===== src/rtl/axi_rd_arbiter_pkg.sv =====
// ============================================================================
// axi_rd_arbiter_pkg : shared encodings and AXI constants for the read arbiter
// Revision: 1.0
// ============================================================================
`default_nettype none

package axi_rd_arbiter_pkg;

  typedef enum logic [1:0] {
    ST_IDLE = 2'd0,
    ST_AR   = 2'd1,
    ST_R    = 2'd2
  } state_t;

  // The owner encoding is also the AXI transaction ID.
  typedef enum logic {
    OWN_INST = 1'b0,
    OWN_DATA = 1'b1
  } owner_t;

  localparam logic [1:0] BURST_INCR = 2'b01;
  localparam logic [1:0] RESP_OKAY  = 2'b00;
  localparam logic [2:0] SIZE_WORD  = 3'b010;
  localparam logic [7:0] LEN_SINGLE = 8'd0;

  function automatic logic [3:0] owner_to_id(input owner_t own);
    return {3'b000, own};
  endfunction

endpackage

`default_nettype wire


===== src/rtl/axi_rd_arbiter_if.sv =====
// ============================================================================
// axi_rd_arbiter_if : AXI4 read address / read data channel bundle
// Revision: 1.0
// ============================================================================
`default_nettype none

interface axi_rd_arbiter_if;
  logic [3:0]  arid;
  logic [31:0] araddr;
  logic [7:0]  arlen;
  logic [2:0]  arsize;
  logic [1:0]  arburst;
  logic        arvalid;
  logic        arready;
  logic [3:0]  rid;
  logic [31:0] rdata;
  logic [1:0]  rresp;
  logic        rlast;
  logic        rvalid;
  logic        rready;

  modport master (
    output arid, araddr, arlen, arsize, arburst, arvalid, rready,
    input  arready, rid, rdata, rresp, rlast, rvalid
  );

  modport slave (
    input  arid, araddr, arlen, arsize, arburst, arvalid, rready,
    output arready, rid, rdata, rresp, rlast, rvalid
  );
endinterface

`default_nettype wire


===== src/rtl/axi_rd_arbiter_arb2_rr.sv =====
// ============================================================================
// arb2_rr : two-input round-robin grant, instruction side wins the first tie
// Revision: 1.0
// ============================================================================
`default_nettype none

module arb2_rr
  import axi_rd_arbiter_pkg::*;
(
  input  wire logic clk,
  input  wire logic rst,
  input  wire logic req_inst,
  input  wire logic req_data,
  input  wire logic update,
  output logic      grant_inst,
  output logic      grant_data
);

  owner_t last_grant;

  always_comb begin
    grant_inst = req_inst & (~req_data | (last_grant == OWN_DATA));
    grant_data = req_data & (~req_inst | (last_grant == OWN_INST));
  end

  always_ff @(posedge clk or negedge rst) begin
    if (!rst) begin
      last_grant <= OWN_DATA;
    end else if (update) begin
      last_grant <= grant_data ? OWN_DATA : OWN_INST;
    end
  end

endmodule

`default_nettype wire


===== src/rtl/axi_rd_arbiter.sv =====
// ============================================================================
// axi_rd_arbiter : shares one AXI4 read channel between fetch and load,
//                  single-beat reads, one outstanding, flush drains fetches
// Revision: 1.0
// ============================================================================
`default_nettype none

module axi_rd_arbiter
  import axi_rd_arbiter_pkg::*;
(
  input  wire logic        clk,
  input  wire logic        rst,
  input  wire logic        flush,
  input  wire logic        inst_req_valid,
  input  wire logic [31:0] inst_req_addr,
  output logic             inst_req_ready,
  output logic             inst_rdata_valid,
  output logic [31:0]      inst_rdata,
  input  wire logic        data_req_valid,
  input  wire logic [31:0] data_req_addr,
  input  wire logic [2:0]  data_req_size,
  output logic             data_req_ready,
  output logic             data_rdata_valid,
  output logic [31:0]      data_rdata,
  output logic             bus_err,
  output logic             busy,
  axi_rd_arbiter_if.master axi
);

  state_t      state;
  state_t      state_nxt;
  owner_t      owner;
  logic        discard;
  logic [31:0] ar_addr;
  logic [2:0]  ar_size;
  logic [3:0]  ar_id;
  logic        grant_inst;
  logic        grant_data;
  logic        inst_acc;
  logic        data_acc;
  logic        accept;
  logic        ar_hs;
  logic        r_hs;
  logic        inst_drop;
  logic        idle;

  // Masking the fetch request during flush lets a waiting load win that cycle.
  arb2_rr u_arb (
    .clk        (clk),
    .rst        (rst),
    .req_inst   (inst_req_valid & ~flush),
    .req_data   (data_req_valid),
    .update     (accept),
    .grant_inst (grant_inst),
    .grant_data (grant_data)
  );

  assign idle           = (state == ST_IDLE);
  assign inst_req_ready = idle & grant_inst;
  assign data_req_ready = idle & grant_data;
  assign inst_acc       = inst_req_valid & inst_req_ready;
  assign data_acc       = data_req_valid & data_req_ready;
  assign accept         = inst_acc | data_acc;
  assign ar_hs          = (state == ST_AR) & axi.arready;
  assign r_hs           = (state == ST_R) & axi.rvalid;
  // A flush landing on the handshake cycle itself must still cancel the beat.
  assign inst_drop      = (owner == OWN_INST) & (discard | flush);

  assign busy        = ~idle;
  assign axi.arvalid = (state == ST_AR);
  assign axi.rready  = (state == ST_R);
  assign axi.araddr  = ar_addr;
  assign axi.arsize  = ar_size;
  assign axi.arid    = ar_id;
  assign axi.arlen   = LEN_SINGLE;
  assign axi.arburst = BURST_INCR;

  // One beat outstanding: rid and rlast carry no steering information.
  logic unused_axi;
  assign unused_axi = ^{axi.rid, axi.rlast};

  always_comb begin
    state_nxt = state;
    case (state)
      ST_IDLE: if (accept) state_nxt = ST_AR;
      ST_AR:   if (ar_hs)  state_nxt = ST_R;
      ST_R:    if (r_hs)   state_nxt = ST_IDLE;
      default:             state_nxt = ST_IDLE;
    endcase
  end

  always_ff @(posedge clk or negedge rst) begin
    if (!rst) begin
      state <= ST_IDLE;
    end else begin
      state <= state_nxt;
    end
  end

  always_ff @(posedge clk or negedge rst) begin
    if (!rst) begin
      owner            <= OWN_INST;
      ar_addr          <= 32'd0;
      ar_size          <= SIZE_WORD;
      ar_id            <= 4'd0;
      discard          <= 1'b0;
      inst_rdata       <= 32'd0;
      data_rdata       <= 32'd0;
      inst_rdata_valid <= 1'b0;
      data_rdata_valid <= 1'b0;
      bus_err          <= 1'b0;
    end else begin
      inst_rdata_valid <= 1'b0;
      data_rdata_valid <= 1'b0;
      bus_err          <= 1'b0;

      if (accept) begin
        owner   <= data_acc ? OWN_DATA : OWN_INST;
        ar_addr <= data_acc ? data_req_addr : inst_req_addr;
        ar_size <= data_acc ? data_req_size : SIZE_WORD;
        ar_id   <= owner_to_id(data_acc ? OWN_DATA : OWN_INST);
      end

      if (r_hs) begin
        discard <= 1'b0;
        if (owner == OWN_DATA) begin
          data_rdata       <= axi.rdata;
          data_rdata_valid <= 1'b1;
          bus_err          <= (axi.rresp != RESP_OKAY);
        end else if (!inst_drop) begin
          inst_rdata       <= axi.rdata;
          inst_rdata_valid <= 1'b1;
          bus_err          <= (axi.rresp != RESP_OKAY);
        end
      end else if (!idle && flush && (owner == OWN_INST)) begin
        discard <= 1'b1;
      end
    end
  end

endmodule

`default_nettype wire


===== src/flat_wrapper.sv =====
// flat-port wrapper written by rule: the top's interface ports become plain ports
module axi_rd_arbiter_flat import axi_rd_arbiter_pkg::*;
  (clk, rst, flush, inst_req_valid, inst_req_addr, inst_req_ready, inst_rdata_valid, inst_rdata, data_req_valid, data_req_addr, data_req_size, data_req_ready, data_rdata_valid, data_rdata, bus_err, busy, axi_arid, axi_araddr, axi_arlen, axi_arsize, axi_arburst, axi_arvalid, axi_rready, axi_arready, axi_rid, axi_rdata, axi_rresp, axi_rlast, axi_rvalid);
  axi_rd_arbiter_if axi_i ();
  input  wire logic clk;
  input  wire logic rst;
  input  wire logic flush;
  input  wire logic inst_req_valid;
  input  wire logic [31:0] inst_req_addr;
  output logic inst_req_ready;
  output logic inst_rdata_valid;
  output logic [31:0] inst_rdata;
  input  wire logic data_req_valid;
  input  wire logic [31:0] data_req_addr;
  input  wire logic [2:0] data_req_size;
  output logic data_req_ready;
  output logic data_rdata_valid;
  output logic [31:0] data_rdata;
  output logic bus_err;
  output logic busy;
  output wire logic [$bits(axi_i.arid)-1:0] axi_arid;
  output wire logic [$bits(axi_i.araddr)-1:0] axi_araddr;
  output wire logic [$bits(axi_i.arlen)-1:0] axi_arlen;
  output wire logic [$bits(axi_i.arsize)-1:0] axi_arsize;
  output wire logic [$bits(axi_i.arburst)-1:0] axi_arburst;
  output wire logic [$bits(axi_i.arvalid)-1:0] axi_arvalid;
  output wire logic [$bits(axi_i.rready)-1:0] axi_rready;
  input wire logic [$bits(axi_i.arready)-1:0] axi_arready;
  input wire logic [$bits(axi_i.rid)-1:0] axi_rid;
  input wire logic [$bits(axi_i.rdata)-1:0] axi_rdata;
  input wire logic [$bits(axi_i.rresp)-1:0] axi_rresp;
  input wire logic [$bits(axi_i.rlast)-1:0] axi_rlast;
  input wire logic [$bits(axi_i.rvalid)-1:0] axi_rvalid;
  assign axi_arid = axi_i.arid;
  assign axi_araddr = axi_i.araddr;
  assign axi_arlen = axi_i.arlen;
  assign axi_arsize = axi_i.arsize;
  assign axi_arburst = axi_i.arburst;
  assign axi_arvalid = axi_i.arvalid;
  assign axi_rready = axi_i.rready;
  assign axi_i.arready = axi_arready;
  assign axi_i.rid = axi_rid;
  assign axi_i.rdata = axi_rdata;
  assign axi_i.rresp = axi_rresp;
  assign axi_i.rlast = axi_rlast;
  assign axi_i.rvalid = axi_rvalid;
  axi_rd_arbiter u_core (.clk(clk), .rst(rst), .flush(flush), .inst_req_valid(inst_req_valid), .inst_req_addr(inst_req_addr), .inst_req_ready(inst_req_ready), .inst_rdata_valid(inst_rdata_valid), .inst_rdata(inst_rdata), .data_req_valid(data_req_valid), .data_req_addr(data_req_addr), .data_req_size(data_req_size), .data_req_ready(data_req_ready), .data_rdata_valid(data_rdata_valid), .data_rdata(data_rdata), .bus_err(bus_err), .busy(busy), .axi(axi_i));
endmodule

===== config.mk =====
export PLATFORM = sky130hd
export DESIGN_NAME = axi_rd_arbiter_flat
export DESIGN_NICKNAME = d
export VERILOG_FILES = /design/src/rtl/axi_rd_arbiter_pkg.sv /design/src/rtl/axi_rd_arbiter_if.sv /design/src/rtl/axi_rd_arbiter_arb2_rr.sv /design/src/rtl/axi_rd_arbiter.sv /design/src/flat_wrapper.sv
export SDC_FILE = /design/constraint.sdc
export NUM_CORES = 1
export LEC_CHECK = 0
export ABC_AREA = 1
export ABC_CLOCK_PERIOD_IN_PS = 3600
export BUFFER_PORTS_ARGS = -buffer_cell sky130_fd_sc_hd__buf_2
export CAP_MARGIN = 5
export CORE_MARGIN = 5
export CORE_UTILIZATION = 49
export CTS_BUF_LIST = sky130_fd_sc_hd__clkbuf_16
export DETAILED_ROUTE_END_ITERATION = 10
export PLACE_DENSITY = 0.85
export SYNTH_ARGS = -nofsm -noshare
export SYNTH_HDL_FRONTEND = slang
export SYNTH_SLANG_ARGS = --single-unit
export TNS_END_PERCENT = 100

===== constraint.sdc =====
create_clock -name clk -period 3.6 [get_ports clk]
set_input_delay 0.54 -clock clk [delete_from_list [all_inputs] [get_ports clk]]
set_output_delay 0.54 -clock clk [all_outputs]
set_load 0.005 [all_outputs]

**Yosys cells after proc, flatten, opt, wreduce, memory -nomap -nowiden**

Cells that the tools add are included.

- Register bits: 107
- Input bits: 113
- Output and inout bits: 121
- Word-level logic and storage cells: 64

- Eq/ne operators: 5
- Mux-type cells: 18
- Bitwise gates (word level): 21
- Reductions and logical operators: 9

Operators with widths:

| cell | count |
|---|---|
| 2-to-1 mux 32 bit | 1 |
| 2-to-1 mux 1 bit | 12 |
| bitwise AND 1 bit | 10 |
| inverter 1 bit | 7 |
| 2-to-1 mux 2 bit | 3 |
| inequality test 2 x 1 -> 1 bit (second input constant) | 3 |
| one-hot mux 2 bit (3 select lines) | 1 |
| AND reduction 3 bit | 2 |
| OR 1 bit | 4 |
| nonzero test 2 bit | 2 |
| 2-to-1 mux 3 bit | 1 |
| equality test 2 x 1 -> 1 bit (second input constant) | 1 |
| equality test 2 bit (second input constant) | 1 |
| logical AND 1 bit | 2 |
| logical NOT 2 bit | 1 |
| AND reduction 2 bit | 1 |
| logical NOT 1 bit | 1 |

**Depth between registers and ports, before layout**

- Word-level depth: 10
- Depth in mapped cells: 8
- Depth with buffers taken out: 7

**Hierarchy**

Synthesis repeated with hierarchy kept, for this count alone.

- Cells, all modules: 623
- Area total of the unflattened synthesis: 4943.5 um^2

Modules (own cells, without submodules):

| module | times used | cells each | area an instance (um^2) | sequential area each (um^2) |
|---|---|---|---|---|
| axi_rd_arbiter | 1 | 614 | 4879.7 | 2653.8 |
| arb2_rr | 1 | 9 | 63.8 | 26.3 |

**Least setup slack after synthesis**

Ideal clock, no wire load.

- Path type: input-to-output
- Start point: input port inst_req_valid
- End point: output port data_req_ready
- Arrival time: 1.076 ns
- Data required time: 3.060 ns
- Setup slack: 1.984 ns
- Stages on the path: 5
- Cells stage by stage: clkinv_1 > nor2_4 > nand2_2 > nand2_1 > inv_2

- Longest elaborated chain between the ends: 5

RTL lines:

| element | RTL line | text |
|---|---|---|
| start: declaration | flat_wrapper.sv:8 | `input wire logic inst_req_valid;` |
| bitwise AND 1 bit | axi_rd_arbiter.sv:51 | `.req_inst (inst_req_valid & ~flush),` |
| inverter 1 bit | axi_rd_arbiter_arb2_rr.sv:23 | `grant_data = req_data & (~req_inst \| (last_grant == OWN_INST));` |
| OR 1 bit | axi_rd_arbiter_arb2_rr.sv:23 |  |
| bitwise AND 1 bit | axi_rd_arbiter_arb2_rr.sv:23 |  |
| bitwise AND 1 bit | axi_rd_arbiter.sv:60 | `assign data_req_ready = idle & grant_data;` |
| end: declaration | flat_wrapper.sv:16 | `output logic data_req_ready;` |

No other way between the ends.

**Worst setup path in the final report**

- Start point: register u_core.state[0]
- End point: output port data_req_ready

- Longest elaborated chain between the ends: 2

RTL lines:

| element | RTL line | text |
|---|---|---|
| start: declaration | axi_rd_arbiter.sv:30 | `state_t state;` |
| start signal: assignment | axi_rd_arbiter.sv:96 | `state <= state_nxt;` |
| logical NOT 2 bit | axi_rd_arbiter.sv:58 | `assign idle = (state == ST_IDLE);` |
| bitwise AND 1 bit | axi_rd_arbiter.sv:60 |  |

No other way between the ends.

==> results.yml <==
run_status:
  outcome: "completed"
drt:
  wl_met1_um: 5180
  drtPass1Iterations: 5
  drtIter0Drc: 289
  wl_um: 13900
  routed-wl-met2_um: 7110
  dr.max_layer_used: "met4"
  wl_met3_um: 1410
  num_vias: 4547
  ant_nets: 0
  drc_errors: 0
  post_drt_wl_per_cell_um: 16.3
  viasPerCell: 5.31
global_route:
  grt_pass1_wl_um: 22400
  antenna_found_initial: 0
  grt_pass1_vias: 4585
  grt_max_degree: 60
  grt_use_total_pct: 24.4
  overflow: 0
synth:
  synth_cell_type_count: 24
  ys_ff_latch: 107
  yosysTopAreaCell: "dfrtp_1"
  synth_area_sq_um: 4650
  yosysMostFrequentCell: "nand2_1"
  synth_top_area_share_pct: 56.5
  synth_common_cells: "nand2_1 (199), dfrtp_1 (105), nand3_1 (102), nand4_1 (33), buf_4 (20)"
  synth_ff_type: "dfrtp_1"
  synth.top_cells.by_area: "dfrtp_1 (56%), nand2_1 (16%), nand3_1 (11%)"
  synthCells: 528
  synthArstFlopShare_pct: 100
  synth.avg_cell_area_sq_um: 8.81
  yosys_warnings: 0
  synth-seq-area-share_pct: 57.6
  synth_edf_count: 0
placed_design:
  pre_cts_slack_ps: 985
  hpwl_um: 10100
  dp_cells: 841
  gp_congestion: 0.780
  port_buffers: 215
pwr:
  ir_worst_vdd_uv: 451
  p_leak_nw: 3.50
  p_per_area_nw_per_um2: 772
floorplan:
  io_pins: 234
  fp-row-count: 35
  die_area_sq_um: 11500
  die_w_um: 107
  die_h_um: 107
  core_sq_um: 9240
  initial_core_util_pct: 50.4
clock_tree:
  cts_tree: "done"
  cts_buffer_depth: 2
  numCtsBuffers: 9
  clkSinkCount: 107
  clockRootBuffer: "clkbuf_16"
  cts_resized: 0
  h-tree-depth: 3
  cts_setup_buffers: 0
  clk_pin_slew_ps: 70
  ctsHoldBuffers: 0
  clk_latency_ps: 330
worst_setup_path:
  path_buf_inv: 4
  r2r-start: "u_core.state[0]$_DFFE_PN0P_"
  crit_family: "buffers and inverters"
  worst-setup-path-type: "reg2out"
  required_ps: 3060
  crit_path_cell_trace: "nor2_4 > buf_4 > nand2_4 > inv_4 > nand2_1 > inv_2 > buf_2"
  endpoint_kind: "output port"
  worst_ep_arrival_time_ps: 2470
  crit_start: "u_core.state[0]$_DFFE_PN0P_"
  max_stage_delay_ps: 450
  startpoint_type: "flop"
  worstPathMaxFanout: 37
  crit_slowest_cell: "dfrtp_1"
cells_and_area:
  regArea_sq_um: 2680
  multi_input_area_sq_um: 1660
  area_growth_pct: 30.1
  insertedDiodeCount: 0
  finish.utilization_pct: 65.5
  drive_above_1_share_pct: 34.6
  final_cell_count_no_fill: 857
  nFillCells: 804
  layout.nets: 836
sta:
  fmax_mhz: 332
  finalCriticalPeriod_ps: 3010
  finClkSkew_ps: 5.74
  fin_tns_setup_ps: 0
  hold_viol: 0
  worst_slack_ps: 590
  grt_setup_unrepaired: "no"
  maxSlewHeadroom_pct: 49.1
  finalSetupViolCount: 0
  period_share_pct: 83.6
  maxSlewViolCount: 0
  tightest_slew_ps: 762
flow_run:
  drv_cap: 0
worst_hold_path:
  worstHoldPathType: "in2async"
## worst paths after layout
path	endpoint	slack [ps]	depth (start not counted)
max in group asynchronous	u_core.axi.arsize[1]$_DFFE_PN1P_	2600	2
worst min-delay path	u_core.axi.araddr[10]$_DFFE_PN0P_	230	1
worst max register to register	u_core.u_arb.last_grant$_DFFE_PN1P_	1380	6
min in group clk	u_core.data_rdata[24]$_DFFE_PN0P_	420	3
worst min register to register	u_core.inst_rdata[16]$_DFFE_PN0P_	470	2
worst max-delay path	data_req_ready	590	7
## layout make-up
cell class              count  area share [%]
clock buffers               9            3.72
well taps                 129            2.67
inverters                  17            1.10
flip-flops and latches    107            44.3
clock inverters             7            2.23
repair buffers            220            18.6
multi-input cells         368            27.4
## per-layer routing
metal  track usage, %  vias up
met5                0        -
met4             7.84        0
met3             5.46       21
met2             43.3      291
met1             29.4     2140
li1                 -     2095
## through the flow
stage | hold WS, ps | instance area, sq um | total power, mW
4_1_cts | 246 | 6050 | 4.71
2_1_floorplan | 244 | 4690 | 2.78
5_1_grt | 281 | 6050 | 5.00
3_5_place_dp | 460 | 5690 | 3.53
3_3_place_gp | 448 | 5690 | 3.45
6_report | 226 | 6050 | 4.67
## layout by cell type (no fill, tap or decap), types with 5 or more instances in the layout
| cell | count |
|---|---|
| dfrtp_1 | 105 |
| conb_1 | 13 |
| inv_1 | 12 |
| inv_2 | 5 |
| clkbuf_16 | 9 |
| nand3_1 | 102 |
| nand4_1 | 33 |
| buf_2 | 214 |
| buf_4 | 5 |
| nand2_1 | 199 |
## worst reg2reg max path, stage by stage, from the launching register on
cell and delay, ps:
dfrtp_1 450, nor2_4 120, buf_4 360, nand2_4 370
inv_4 400, nand2_1 240, a21oi_1 200
## registers in the layout, summed over array words and instances (netlist names)
register                 flops
u_core.state                 2
u_core.bus_err               1
u_core.axi.araddr           32
u_core.owner                 1
u_core.u_arb.last_grant      1
u_core.inst_rdata_valid      1
u_core.data_rdata_valid      1
u_core.data_rdata           32
u_core.axi.arsize            3
u_core.inst_rdata           32
u_core.discard               1
## kinds of logic after synthesis
logic type	synth area share (%)
AO/OA/AOI/OAI	0.941
other	0.161
flip-flops	57.6
AND/OR/NAND/NOR	33.6
buffers and inverters	7.72
## where the power goes
group          switching, mW  leakage (nW)  internal, mW
logic                  0.923          1.95         0.653
registers              0.273          1.37          1.66
clock network          0.414         0.178         0.745
Note: power is estimated with default switching activity, not from simulation.
